--- src/rtl/hash_result_scan.sv ---
// hash_result_scan
//   Walks the hash results of NUM_NONCES nonces held in memory, keeps the
//   numerically smallest 256-bit hash, and reports its nonce index, its
//   word 0, and whether that word is below the caller's target.
//
//   Memory layout: word i (0..7) of nonce n lives at
//   output_addr + NUM_NONCES*i + n (16-bit wrap-around).
//   Word 0 is the most significant word of the hash.
//
// Ports
//   clk            : sole clock, rising edge
//   reset          : synchronous, active-high
//   start          : begin a scan (only honoured while idle)
//   output_addr    : base address of the result region, latched on start
//   target         : threshold for word 0 of the best hash, latched on start
//   done           : one-cycle pulse when best_* / found are valid
//   mem_clk        : copy of clk for the memory
//   mem_we         : always 0 (read-only initiator)
//   mem_addr       : read address (0 when not reading)
//   mem_write_data : always 0
//   mem_read_data  : read data, valid the cycle after its address
//   best_nonce     : index of the smallest hash
//   best_h0        : word 0 of the smallest hash
//   found          : best_h0 < target (unsigned)
module hash_result_scan #(
  parameter int NUM_NONCES = 16
) (
  input  logic                          clk,
  input  logic                          reset,
  input  logic                          start,
  input  logic [15:0]                   output_addr,
  input  logic [31:0]                   target,
  output logic                          done,
  output logic                          mem_clk,
  output logic                          mem_we,
  output logic [15:0]                   mem_addr,
  output logic [31:0]                   mem_write_data,
  input  logic [31:0]                   mem_read_data,
  output logic [$clog2(NUM_NONCES)-1:0] best_nonce,
  output logic [31:0]                   best_h0,
  output logic                          found
);

  localparam int NONCE_W = $clog2(NUM_NONCES);

  typedef enum logic [1:0] {
    S_IDLE    = 2'd0,
    S_READ    = 2'd1,
    S_COMPARE = 2'd2,
    S_DONE    = 2'd3
  } state_t;

  state_t               state;
  state_t               state_nxt;

  logic [NONCE_W-1:0]   n_cnt;
  logic [3:0]           c_cnt;
  logic [15:0]          base_addr;
  logic [31:0]          target_q;
  logic [31:0]          cand_w [8];
  logic [255:0]         cand_hash;
  logic [255:0]         best_hash;
  logic [NONCE_W-1:0]   best_idx;

  logic [15:0]          word_off;
  logic [2:0]           cap_word;
  logic                 last_nonce;
  logic                 take_cand;
  logic [255:0]         best_hash_nxt;
  logic [NONCE_W-1:0]   best_idx_nxt;

  // Unsigned 256-bit ordering; word 0 sits in the top bits of the vector.
  function automatic logic hash_lt(input logic [255:0] a, input logic [255:0] b);
    return a < b;
  endfunction

  assign mem_clk        = clk;
  assign mem_we         = 1'b0;
  assign mem_write_data = 32'h0;

  assign word_off   = 16'(NUM_NONCES) * {13'd0, c_cnt[2:0]};
  // Data arriving in step c belongs to the address issued in step c-1;
  // at c=8 the low bits wrap to 0, so this yields word 7.
  assign cap_word   = c_cnt[2:0] - 3'd1;
  assign last_nonce = (n_cnt == NONCE_W'(NUM_NONCES - 1));

  assign cand_hash  = {cand_w[0], cand_w[1], cand_w[2], cand_w[3],
                       cand_w[4], cand_w[5], cand_w[6], cand_w[7]};

  // Nonce 0 seeds the best; later nonces must be strictly smaller, so a
  // tie keeps the earlier (lower) index.
  always_comb begin
    take_cand     = (n_cnt == '0) || hash_lt(cand_hash, best_hash);
    best_hash_nxt = best_hash;
    best_idx_nxt  = best_idx;
    if (take_cand) begin
      best_hash_nxt = cand_hash;
      best_idx_nxt  = n_cnt;
    end
  end

  always_ff @(posedge clk) begin
    if (reset) state <= S_IDLE;
    else       state <= state_nxt;
  end

  always_comb begin
    state_nxt = state;
    mem_addr  = 16'h0;
    done      = 1'b0;
    case (state)
      S_IDLE: begin
        if (start) state_nxt = S_READ;
      end
      S_READ: begin
        if (c_cnt < 4'd8) mem_addr = base_addr + word_off + 16'(n_cnt);
        if (c_cnt == 4'd8) state_nxt = S_COMPARE;
      end
      S_COMPARE: begin
        state_nxt = last_nonce ? S_DONE : S_READ;
      end
      S_DONE: begin
        done      = 1'b1;
        state_nxt = S_IDLE;
      end
      default: state_nxt = S_IDLE;
    endcase
  end

  always_ff @(posedge clk) begin
    if (reset) begin
      n_cnt      <= '0;
      c_cnt      <= '0;
      base_addr  <= '0;
      target_q   <= '0;
      for (int i = 0; i < 8; i++) cand_w[i] <= '0;
      best_hash  <= '0;
      best_idx   <= '0;
      best_nonce <= '0;
      best_h0    <= '0;
      found      <= 1'b0;
    end else begin
      case (state)
        S_IDLE: begin
          if (start) begin
            base_addr <= output_addr;
            target_q  <= target;
            n_cnt     <= '0;
            c_cnt     <= '0;
          end
        end
        S_READ: begin
          if (c_cnt != 4'd0) cand_w[cap_word] <= mem_read_data;
          c_cnt <= c_cnt + 4'd1;
        end
        S_COMPARE: begin
          best_hash <= best_hash_nxt;
          best_idx  <= best_idx_nxt;
          c_cnt     <= '0;
          if (last_nonce) begin
            // Results become visible together with done in the next cycle.
            best_nonce <= best_idx_nxt;
            best_h0    <= best_hash_nxt[255:224];
            found      <= (best_hash_nxt[255:224] < target_q);
          end else begin
            n_cnt <= n_cnt + NONCE_W'(1);
          end
        end
        default: ;
      endcase
    end
  end

endmodule
--- config.mk ---
export PLATFORM = sky130hd
export DESIGN_NAME = hash_result_scan
export DESIGN_NICKNAME = d
export VERILOG_FILES = /design/src/rtl/hash_result_scan.sv
export SDC_FILE = /design/constraint.sdc
export NUM_CORES = 1
export LEC_CHECK = 0
export CAP_MARGIN = 5
export CELL_PAD_IN_SITES_DETAIL_PLACEMENT = 1
export CELL_PAD_IN_SITES_GLOBAL_PLACEMENT = 2
export CORE_ASPECT_RATIO = 1.75
export CORE_MARGIN = 4
export CORE_UTILIZATION = 37
export CTS_BUF_LIST = sky130_fd_sc_hd__clkbuf_4
export CTS_CLUSTER_SIZE = 10
export DETAILED_ROUTE_END_ITERATION = 6
export PLACE_DENSITY = 0.77
export SETUP_SLACK_MARGIN = 0.3
export SLEW_MARGIN = 15
export SYNTH_ARGS = -nofsm -noshare
export SYNTH_HDL_FRONTEND = slang
export SYNTH_SLANG_ARGS = --single-unit
--- constraint.sdc ---
create_clock -name clk -period 5.2 [get_ports clk]
set_input_delay 0.52 -clock clk [delete_from_list [all_inputs] [get_ports clk]]
set_output_delay 0.52 -clock clk [all_outputs]
set_load 0.01 [all_outputs]
## Word level (Yosys, flattened, before mapping)

Memory sizes are Yosys's and may differ from the RTL's.
Index checks and enable logic that the tools add are counted.
W data, S select, Z words.

- Add/sub/neg operators: 5
- Order comparisons: 3
- Equality and inequality tests: 8
- Mux-type cells: 22
- Reduce and logical (&&, ||, !) cells: 13

Operator list:

| kind | number |
|---|---|
| $lt A256 B256 Y1 | 1 |
| $mux W256 | 1 |
| $lt A32 B32 Y1 | 1 |
| $mux W16 | 2 |
| $mux W32 | 1 |
| $reduce_or A32 Y1 | 1 |
| $add A16 B4 Y16 | 1 |
| $add A16 B7 Y16 | 1 |
| $mux W4 | 3 |
| $pmux W4 S3 | 1 |
| $reduce_and A2 Y1 | 5 |
| $add A4 B1 Y4 const B | 2 |
| $eq A4 B4 Y1 const B | 2 |
| $mux W1 | 8 |
| $pmux W2 S4 | 1 |
| $pmux W4 S2 | 1 |
| $mux W2 | 3 |
| $ne A2 B2 Y1 const B | 3 |
| $eq A2 B2 Y1 const B | 2 |
| $logic_not A4 Y1 | 1 |
| $lt A4 B4 Y1 const B | 1 |
| $reduce_bool A4 Y1 | 1 |
| $mux W3 | 1 |
| $reduce_and A3 Y1 | 1 |
| 6 further kinds | 6 |

- Register bits after elaboration: 355
- Memory bits (writable): 256
- Input bits: 83
- Output and inout port bits: 88
- Logic and storage cells: 63
- Memories: 1

Memory list:

| name | depth | width | rd ports | clocked after memory_dff | write ports | line | text |
|---|---|---|---|---|---|---|---|
| cand_w | 8 | 32 | 8 | 0 | 8 | 60 | `logic [31:0] cand_w [8];` |

## Longest topological paths before layout

- Depth after elaboration: 7
- Mapped depth: 23
- Gate-level depth less buffers: 22

==> metrics.md <==
| Metric | Value |
|---|---|
| CTS clk-pin slew, worst paths | `around 0.07 ns` |
| Port bufs | `137` |
| Cell Pwr Density | `266 nW/µm²` |
| Commonest non-fill, non-tap cell in the layout | `dfxtp_1` |
| P&R area growth vs syn | `22.5%` |
| Hold WS | `around 0.23 ns` |
| Worst EP required | `around 6.2 ns` |
| Mapped cell area | `around 32,000 µm²` |
| Crit path capture | `found` |
| Met1 Resource Use GR | `22.7%` |
| RSZ-0062 raised after global routing | `yes` |
| Data arrival time of the worst path | `around 6.5 ns` |
| R2R cell count | `21` |
| Later-pin clock latency in the skew report | `1.16 ns` |
| Syn avg cell area | `10.2 µm²` |
| Startpoint Class | `flip-flop` |
| DR vias | `about 26,000` |
| 1st-pass router iterations | `5` |
| Drt total wl | `104 mm` |
| Die Area | `90,800 µm²` |
| Total GRT Usage | `~23%` |
| Achievable clock frequency | `around 180 MHz` |
| Grt met2 use | `between 40% and 50%` |
| Slew Viols, Final | `0` |
| Pleak | `14.8 nW` |
| Final worst-path cycle share | `104%` |
| Worst R2R End | `found` |
| Gr ovfl total | `0` |
| Final nets | `3,895` |
| Crit path from | `cand_w[7][10]` |
| Row cnt | `approximately 140` |
| Pre-CTS setup slack | `-0.631 ns` |
| Critical path endpoint category | `flip-flop` |
| Clk_skew | `roughly 0.057 ns` |
| Most frequent cells in the layout | `dfxtp_1, inv_1, ha_1, buf_4, and2_1` |
| DP HPWL | `a little under 70 mm` |
| Worst Path Max Fanout | `7` |
| Gate Count Post-Synth | `3,102` |
| Antenna viol nets, final | `0` |
| Number of synthesized flops with an enable pin | `about 260` |
| HP Class | `in2reg` |
| Core area | `around 85,000 µm²` |
| Vias in the first global route | `~29,000` |
| Final Power | `roughly 10 mW` |
| Initial Utilization | `37.2%` |
| Max-cap violations | `0` |
| Routability Congestion | `0.824` |
| Met3 Use GR | `under 10%` |
| Routed vias/inst | `around 5.4` |
| Synth async-reset ratio | `0%` |
| Max rail drop VDD | `between 150 and 200 µV` |
| Synth Warn # | `0` |
| Synth unique cells | `between 60 and 70` |
| Setup ws final | `-0.227 ns` |
| Reg-to-reg startpoint | `cand_w[7][10]` |
| Outcome | `finished, violations left` |
| Die width | `230 µm` |
| Final core occ | `45.6%` |
| Initial detailed-routing violation count | `1,254` |
| Global-route wire length before repair | `161 mm` |
| DR WL/cell | `~22 µm` |
| Main synth FF type | `dfxtp_1` |
| Gr busiest metal | `met2` |
| Fin crit period | `roughly 5.4 ns` |
| Chip height | `396 µm` |
| Largest net degree at the start of global routing | `117` |
| CTS tree | `yes` |
| R2R Setup Slk | `-0.23 ns` |
| Fin. Hold Viols | `0` |
| Yosys reg bits | `~610` |
| Initial antenna violation count | `11` |
| Layout cells sized above 1 | `a little over a fifth` |
| Drt drc | `0` |
| Slew HR | `25.3%` |
| Crit Path Class | `reg2reg` |
| Number of I/O pins | `roughly 170` |
| Violated checks | `negative setup slack` |
| Least-Margin Pin Slew | `approximately 1.1 ns` |
| Seq/Total Area, Yosys | `between 40% and 50%` |
| Setup violators final | `1` |
[worst max-delay path, cell delays in order, from the launching register on]
cell       delay, ns
edfxtp_1        0.41
ha_1            0.33
nand4_1         0.16
or4_1           0.56
o211ai_1        0.41
a32oi_2         0.21
a31oi_4         0.30
o311ai_4        0.16
a21boi_4        0.26
buf_12          0.18
mux2_2          0.37
ha_4            0.28
nand2_1         0.08
buf_4           0.15
nor4_4          0.26
nand4_1         0.14
buf_4           0.18
a2111oi_4       0.32
a2111oi_2       0.13
o31ai_2         0.11
nor3_1          0.08
a211o_1         0.30
[Yosys cell counts, types with 9 or more instances]
library cell	instances	area share, %
dfxtp_1	355	22
inv_1	301	3.6
ha_1	297	12
and2_1	258	5.1
o31ai_1	257	6.1
edfxtp_1	256	24
nand2_1	180	2.1
clkbuf_1	176	2.1
a21oi_1	165	2.6
or4b_2	140	4.4
nor2_1	131	1.5
or4b_1	116	3.7
nand4_1	48	0.94
o21ai_0	39	0.61
buf_4	38	0.90
a21o_1	34	0.80
nand3_1	33	0.52
o31a_1	32	0.88
mux2_2	31	1.1
nor3_1	23	0.36
a211oi_1	19	0.45
buf_2	18	0.28
nand2b_1	12	0.24
nor4_1	9	0.18
or2_2	9	0.18
xor2_1	9	0.25
[routing by layer]
layer / vias to the layer above / part of all wire [%]
met2: 599 / 54
li1: 12100 / -
met1: 12800 / 37
met4: 0 / 5.6
met3: 258 / 3.6
met5: - / 0
[how the worst min path moves through the flow]
stage,startpoint,to,slack [ns],cells past startpoint
after floorplan,target_q[10],target_q[10],0.44,2
after global placement,target_q[13],target_q[13],0.45,2
after detailed placement,target_q[18],target_q[18],0.45,2
after CTS,start,state[0],0.07,5
after global routing,start,state[0],0.14,5
final,start,state[0],0.23,5
[cell type report]
class | count | area, µm²
inverter | 301 | 1130
sequential | 611 | 14800
clock buffer | 255 | 1920
antenna | 7 | 17.5
multi-input combinational | 1979 | 15400
fill | 9467 | 46500
clock inverter | 36 | 168
tap | 1152 | 1440
timing repair buffer | 460 | 4110
[timing repair]
action,CTS,global route
endpoints found under the setup margin,166,130
endpoints found under the hold margin,87,0
pin swaps,10,22
resized for setup,33,39
hold buffers,49,0
cloned,2,0
setup buffers,9,9
[per-stage QoR]
stage               TNS, ns  instance area [µm²]  cells
global placement     -0.513                35700   4435
floorplan                 0                32000   3134
detailed placement   -0.631                35700   4435
finish               -0.227                38900   4801
CTS                  -0.118                38600   4785
global route         -0.418                38900   4800
[cells by family after synthesis]
kind of cell / Yosys count / synth area share, %
other: 1 / 0.0118
xor gates and xnor gates: 17 / 0.469
buffers and inverters: 544 / 7.08
muxes: 36 / 1.26
AOI/OAI and AO/OA: 603 / 12.9
DFF: 611 / 46.6
and+or+nand+nor: 992 / 20.0
adders and majority gates: 298 / 11.8
[where the power goes]
group,leakage (nW),total (mW),switching [mW],internal [mW]
Clock,1.27,4.38,2.11,2.27
Sequential,5.51,5.15,0.0650,5.08
Combinational,7.99,0.843,0.510,0.334
[state kept, by name, summed over array words and instances, names as in the netlist]
name        flops
best_hash     256
cand_w        256
best_h0        32
target_q       32
base_addr      16
best_idx        4
best_nonce      4
c_cnt           4
n_cnt           4
state           2
found           1
No activity file was read; power rests on OpenSTA's default activity.
